[src/rtl/addsub_accumulator_if.sv]
// Operand/result bundle for addsub_accumulator.
// Both ports follow valid/ready rules: a transfer happens on a rising clk
// edge where valid and ready are both high. A source holds valid and its
// payload until that edge, and ready never depends combinationally on the
// valid of the same port.
// master: operand source and result consumer. slave: the accumulator.
interface addsub_accumulator_if #(
  parameter int WIDTH = 32
);
  logic             in_valid;
  logic             in_ready;
  logic [WIDTH-1:0] in_data;
  logic             in_sub;
  logic             in_clear;
  logic             out_valid;
  logic             out_ready;
  logic [WIDTH-1:0] out_acc;
  logic             out_cout;
  logic             out_ovf;

  modport master (
    output in_valid, in_data, in_sub, in_clear, out_ready,
    input  in_ready, out_valid, out_acc, out_cout, out_ovf
  );

  modport slave (
    input  in_valid, in_data, in_sub, in_clear, out_ready,
    output in_ready, out_valid, out_acc, out_cout, out_ovf
  );
endinterface

[src/rtl/addsub_accumulator.sv]
// Split-half add/subtract accumulator.
// An accepted operand is added to, or subtracted from, the running
// accumulator. The low half is computed in one cycle and the high half in
// the next, with the carry between the halves held in a register, so only a
// WIDTH/2 adder sits on the critical path.
// FSM: IDLE -> LO -> HI -> DONE -> IDLE. The current state is exposed on
// dbg_state_o.
// Optional macro ADDSUB_ACC_SATURATE_EN: on signed overflow, write the
// signed limit into the accumulator instead of the wrapped sum.
// WIDTH must be even and at least 4.
module addsub_accumulator #(
  parameter int WIDTH = 32
) (
  input  logic                 clk,
  input  logic                 reset,
  addsub_accumulator_if.slave  bus,
  output logic [1:0]           dbg_state_o
);
  localparam int HALF = WIDTH / 2;

  localparam logic [1:0] S_IDLE = 2'd0;
  localparam logic [1:0] S_LO   = 2'd1;
  localparam logic [1:0] S_HI   = 2'd2;
  localparam logic [1:0] S_DONE = 2'd3;

  logic [1:0]       state_q, state_d;
  logic [WIDTH-1:0] a_q, a_d;      // accumulator operand (0 when cleared)
  logic [WIDTH-1:0] b_q, b_d;      // operand, already inverted for subtract
  logic             cin_q, cin_d;  // +1 that completes the two's complement
  logic [HALF-1:0]  lo_q, lo_d;    // low half of the sum, kept internal
  logic             cmid_q, cmid_d;
  logic [WIDTH-1:0] acc_q, acc_d;
  logic             cout_q, cout_d;
  logic             ovf_q, ovf_d;

  logic [HALF:0]    sum_lo;
  logic [HALF:0]    sum_hi;
  logic [WIDTH-1:0] result;
  logic             ovf_w;
  logic [WIDTH-1:0] acc_next;

  // Each half-adder is used in only one state. The shared operand
  // registers keep both of them narrow.
  assign sum_lo = {1'b0, a_q[HALF-1:0]} + {1'b0, b_q[HALF-1:0]}
                + {{HALF{1'b0}}, cin_q};
  assign sum_hi = {1'b0, a_q[WIDTH-1:HALF]} + {1'b0, b_q[WIDTH-1:HALF]}
                + {{HALF{1'b0}}, cmid_q};
  assign result = {sum_hi[HALF-1:0], lo_q};

  // Signed overflow: both adder inputs have the same sign and the result's
  // sign differs from it. b is the inverted operand when subtracting, so
  // this one rule covers both add and subtract.
  assign ovf_w = (a_q[WIDTH-1] == b_q[WIDTH-1]) &&
                 (result[WIDTH-1] != a_q[WIDTH-1]);

`ifdef ADDSUB_ACC_SATURATE_EN
  // On overflow, clamp toward the sign of a: positive a saturates to the
  // maximum, negative a saturates to the minimum.
  assign acc_next = ovf_w ? (a_q[WIDTH-1] ? {1'b1, {(WIDTH-1){1'b0}}}
                                          : {1'b0, {(WIDTH-1){1'b1}}})
                          : result;
`else
  assign acc_next = result;
`endif

  // Next-state and datapath control for the four-state sequence
  always_comb begin
    state_d = state_q;
    a_d     = a_q;
    b_d     = b_q;
    cin_d   = cin_q;
    lo_d    = lo_q;
    cmid_d  = cmid_q;
    acc_d   = acc_q;
    cout_d  = cout_q;
    ovf_d   = ovf_q;
    case (state_q)
      S_IDLE: begin
        if (bus.in_valid) begin
          a_d     = bus.in_clear ? '0 : acc_q;
          b_d     = bus.in_data ^ {WIDTH{bus.in_sub}};
          cin_d   = bus.in_sub;
          state_d = S_LO;
        end
      end
      S_LO: begin
        lo_d    = sum_lo[HALF-1:0];
        cmid_d  = sum_lo[HALF];
        state_d = S_HI;
      end
      S_HI: begin
        acc_d   = acc_next;
        cout_d  = sum_hi[HALF];
        ovf_d   = ovf_w;
        state_d = S_DONE;
      end
      default: begin
        if (bus.out_ready) state_d = S_IDLE;
      end
    endcase
  end

  // State registers; a synchronous reset abandons any operation in flight
  always_ff @(posedge clk) begin
    if (reset) begin
      state_q <= S_IDLE;
      a_q     <= '0;
      b_q     <= '0;
      cin_q   <= 1'b0;
      lo_q    <= '0;
      cmid_q  <= 1'b0;
      acc_q   <= '0;
      cout_q  <= 1'b0;
      ovf_q   <= 1'b0;
    end else begin
      state_q <= state_d;
      a_q     <= a_d;
      b_q     <= b_d;
      cin_q   <= cin_d;
      lo_q    <= lo_d;
      cmid_q  <= cmid_d;
      acc_q   <= acc_d;
      cout_q  <= cout_d;
      ovf_q   <= ovf_d;
    end
  end

  // Handshake flags decode the state directly, so out_ready has no
  // combinational path to in_ready.
  assign bus.in_ready  = (state_q == S_IDLE);
  assign bus.out_valid = (state_q == S_DONE);
  assign bus.out_acc   = acc_q;
  assign bus.out_cout  = cout_q;
  assign bus.out_ovf   = ovf_q;
  assign dbg_state_o   = state_q;
endmodule

[src/flat_wrapper.sv]
// flat-port wrapper written by rule: the top's interface ports become plain ports
module addsub_accumulator_flat 
#(
  parameter int WIDTH = 32
)
  (clk, reset, dbg_state_o, bus_in_valid, bus_in_data, bus_in_sub, bus_in_clear, bus_out_ready, bus_in_ready, bus_out_valid, bus_out_acc, bus_out_cout, bus_out_ovf);
  addsub_accumulator_if #(.WIDTH(WIDTH)) bus_i ();
  input  logic clk;
  input  logic reset;
  output logic [1:0] dbg_state_o;
  input wire logic [$bits(bus_i.in_valid)-1:0] bus_in_valid;
  input wire logic [$bits(bus_i.in_data)-1:0] bus_in_data;
  input wire logic [$bits(bus_i.in_sub)-1:0] bus_in_sub;
  input wire logic [$bits(bus_i.in_clear)-1:0] bus_in_clear;
  input wire logic [$bits(bus_i.out_ready)-1:0] bus_out_ready;
  output wire logic [$bits(bus_i.in_ready)-1:0] bus_in_ready;
  output wire logic [$bits(bus_i.out_valid)-1:0] bus_out_valid;
  output wire logic [$bits(bus_i.out_acc)-1:0] bus_out_acc;
  output wire logic [$bits(bus_i.out_cout)-1:0] bus_out_cout;
  output wire logic [$bits(bus_i.out_ovf)-1:0] bus_out_ovf;
  assign bus_i.in_valid = bus_in_valid;
  assign bus_i.in_data = bus_in_data;
  assign bus_i.in_sub = bus_in_sub;
  assign bus_i.in_clear = bus_in_clear;
  assign bus_i.out_ready = bus_out_ready;
  assign bus_in_ready = bus_i.in_ready;
  assign bus_out_valid = bus_i.out_valid;
  assign bus_out_acc = bus_i.out_acc;
  assign bus_out_cout = bus_i.out_cout;
  assign bus_out_ovf = bus_i.out_ovf;
  addsub_accumulator #(.WIDTH(WIDTH)) u_core (.clk(clk), .reset(reset), .bus(bus_i), .dbg_state_o(dbg_state_o));
endmodule
[config.mk]
export PLATFORM = sky130hd
export DESIGN_NAME = addsub_accumulator_flat
export DESIGN_NICKNAME = d
export VERILOG_FILES = /design/src/rtl/addsub_accumulator_if.sv /design/src/rtl/addsub_accumulator.sv /design/src/flat_wrapper.sv
export SDC_FILE = /design/constraint.sdc
export NUM_CORES = 1
export LEC_CHECK = 0
export CORE_MARGIN = 4
export CORE_UTILIZATION = 50
export CTS_CLUSTER_SIZE = 24
export DETAILED_ROUTE_END_ITERATION = 12
export PLACE_DENSITY_LB_ADDON = 0.15
export SLEW_MARGIN = 20
export SYNTH_ARGS = -nofsm -noshare
export SYNTH_HDL_FRONTEND = slang
export SYNTH_SLANG_ARGS = --single-unit
export TNS_END_PERCENT = 5
[constraint.sdc]
create_clock -name clk -period 2.7 [get_ports clk]
set_clock_uncertainty 0.1 [all_clocks]
set_input_delay 0.405 -clock clk [delete_from_list [all_inputs] [get_ports clk]]
set_output_delay 0.405 -clock clk [all_outputs]
set_load 0.02 [all_outputs]
==> results.py <==
metrics = {
    "routing": {
        "drtIter0Drc": 319,
        "routed_via_density": 5.74,
        "drc": 0,
        "routed_wl_mm": 14.5,
        "ant_nets": 0,
        "first_pass_iters": 5,
        "wire_per_inst_um": 16.3,
        "vias": 5109,
    },
    "sta": {
        "maxSlewHeadroom_pct": 65.7,
        "rsz0062_at_grt": "no",
        "hold_viol": 0,
        "min_period_over_period_pct": 95.5,
        "setup_viol": 0,
        "min_period_ns": 2.58,
        "tightest_slew_ns": 0.514,
        "final.setup.tns_ns": 0,
        "fmax_mhz": 388,
        "final_max_slew_viol_count": 0,
    },
    "setup_path": {
        "end_kind": "flip-flop",
        "startpoint_type": "flip-flop",
        "cpPeakStageDelay_ns": 0.41,
        "rr_worst_depth": 9,
        "rrSetupSlack_ns": 0.12,
        "crit_slowest_cell": "fa_2",
        "required_ns": 2.90,
        "critPathArrivalTime_ns": 2.78,
        "timing.rr.start": "u_core.cin_q",
        "cp_num_buf_inv": 1,
        "worstPathCellList": "fa_2 -> fa_2 -> a21o_1 -> a221oi_2 -> buf_4 -> a221oi_2 -> a21oi_2 -> nor4_1 -> a311o_1",
        "worstSetupPathType": "flip-flop to flip-flop",
        "cp_top_family": "compound AO/OA/AOI/OAI gates",
        "critPathMaxFanout": 3,
        "r2r-end": "u_core.lo_q[14]",
    },
    "logic_synthesis": {
        "yosysUniqueCellTypes": 56,
        "synth_commonest_cells": "dfxtp_1 (118), nor2_1 (84), nand2_1 (59)",
        "syn_nets": 742,
        "synthTopCellsByArea": "dfxtp_1 (40%), ha_1 (7.2%), xnor2_1 (5.9%)",
        "ys_seq_elements": 118,
        "synthCells": 666,
        "synth.avg_cell_area_um2": 8.92,
        "syn_area_um2": 5940,
        "yosys.area.top_type": "dfxtp_1",
        "synth_top_cell_area_share_pct": 39.8,
        "synth_flop_cell": "dfxtp_1",
        "yosysMostFrequentCell": "dfxtp_1",
        "yosysWarnings": 0,
        "seq_area_frac_synth_pct": 39.8,
        "synth_edf_count": 0,
        "async_reset_ff_share_pct": 0,
    },
    "layout": {
        "finalInstanceArea_um2": 7490,
        "synthToLayoutAreaGrowth_pct": 26.1,
        "drive_gt1_share_pct": 8.84,
        "nNetsFinal": 810,
        "antenna_cells": 0,
        "nFillCells": 986,
    },
    "floorplanning": {
        "initial_core_util_pct": 51.6,
        "rows": 39,
        "pin_count": 76,
        "coreArea_um2": 11500,
        "die_w_um": 117,
        "die_y_um": 117,
        "dieArea_um2": 13700,
    },
    "clocking": {
        "cts_tree": "done",
        "cts-hold-fix-buffers": 0,
        "clkSinkCount": 118,
        "post_cts_buffers": 0,
        "clockBufferDepth": 2,
        "postCtsResizedCells": 0,
        "root_buffer": "clkbuf_16",
        "htree_levels": 4,
        "clock_latency_ns": 0.42,
        "cts.clk_slew.worst_paths_ns": 0.05,
        "numCtsBuffers": 17,
    },
    "global_route": {
        "grt_start_max_net_pins": 114,
        "grt_usage_pct": 21.6,
        "grt_util_met2_pct": 35.3,
        "use_met3_pct": 5.24,
        "busiest_layer": "met2",
        "grt_use_met1_pct": 27.8,
        "grt-ovfl-total": 0,
        "grt_first_pass_wirelength_mm": 23.2,
        "antenna_found_initial": 0,
        "grt_pass1_vias": 4806,
    },
    "placed_design": {
        "place.gp.congestion": 0.854,
        "portBuffers": 75,
        "dpl-instance-area_um2": 6840,
        "dpl.hpwl_mm": 9.71,
    },
    "min_path": {
        "hold_path_startpoint": "bus_in_sub",
        "hold_class": "primary input to flip-flop",
        "hold_path_depth": 3,
        "worstHoldEndpoint": "u_core.cin_q",
    },
    "power_and_ir_drop": {
        "power_density_nw_per_um2": 711,
        "peakVddDrop_uv": 406,
        "p_leak_nw": 2.79,
    },
    "outcome": {
        "status": "complete, no violations",
    },
    "flow_run": {
        "cap_violations": 0,
    },
}
## through the flow
| step | power (W) | hold WS [ns] | setup WS, ns | cells | util [%] |
|---|---|---|---|---|---|
| after floorplan | 0.00269 | 0.327 | 0.0837 | 666 | - |
| after global placement | 0.00300 | 0.342 | 0.0719 | 858 | 59.4 |
| after detailed placement | 0.00302 | 0.349 | 0.0451 | 858 | 59.4 |
| after CTS | 0.00535 | 0.235 | 0.0153 | 890 | 64.8 |
| after global routing | 0.00554 | 0.272 | 0.0138 | 890 | 65.0 |
| final | 0.00533 | 0.252 | 0.121 | 890 | 65.0 |
## final cells by class
class | count | area (um^2) | area share, %
well taps | 143 | 179 | 2.39
repair buffers | 90 | 881 | 11.8
clock inverters | 12 | 150 | 2.01
inverters | 8 | 30.0 | 0.401
clock buffers | 20 | 467 | 6.23
flip-flops and latches | 118 | 2360 | 31.5
multi-input cells | 499 | 3420 | 45.7
## power breakdown
group	total, W	switching, W	internal (W)
Sequential	0.00198	0.000102	0.00188
Combinational	0.00102	0.000596	0.000427
Clock	0.00232	0.000805	0.00152
Total	0.00533	0.00150	0.00382
## worst max-delay path by stage
stage	startpoint	to	slack [ns]	cells past startpoint
2_1_floorplan	u_core.cmid_q	u_core.bus.out_cout	0.08	8
3_3_place_gp	u_core.cmid_q	u_core.bus.out_cout	0.07	8
3_5_place_dp	u_core.cin_q	u_core.lo_q[14]	0.05	9
4_1_cts	u_core.cin_q	u_core.lo_q[14]	0.02	9
5_1_grt	u_core.cmid_q	u_core.bus.out_cout	0.01	8
6_report	u_core.cin_q	u_core.lo_q[14]	0.12	9
## worst min-delay path, delay by kind of cell
family | cells | cell delay, ns
compound gates | 1 | 0.05
buf+inv | 1 | 0.18
simple gates | 1 | 0.08
## logic make-up after synthesis
kind of cell / synth area share [%]
flip-flops: 39.8
AND/OR/NAND/NOR: 16.8
adder cells (fa/ha/maj): 8.51
buffers and inverters: 3.18
XOR/XNOR: 7.37
AO/OA/AOI/OAI: 19.6
multiplexers: 4.74
## layout by cell type, fill, tap and decap left out, types with 6 or more instances in the layout
cell type        instances
clkbuf_16               17
o21ai_0                 15
xor2_1                  10
a21oi_1                 54
a211oi_1                39
mux2i_1                 27
inv_1                    6
a21o_1                   9
dfxtp_1                118
a31oi_1                  6
xnor2_1                 40
clkdlybuf4s50_1         73
nand3_1                  8
nand3b_1                33
ha_1                    33
nor2_1                  84
buf_4                   14
nand2_1                 59
## state kept, by name, summed over array words and instances (netlist names)
| name | count |
|---|---|
| u_core.bus.out_cout | 1 |
| u_core.cin_q | 1 |
| u_core.b_q | 32 |
| u_core.cmid_q | 1 |
| u_core.lo_q | 16 |
| u_core.dbg_state_o | 2 |
| u_core.a_q | 32 |
| u_core.bus.out_ovf | 1 |
| u_core.bus.out_acc | 32 |
## per-layer routing
metal  routed length [um]  vias up
met5                    0        -
met4                  231        0
met3                  695       23
met2                 6850      128
met1                 6760     2424
li1                     -     2534
Note: power is estimated with default switching activity, not from simulation.
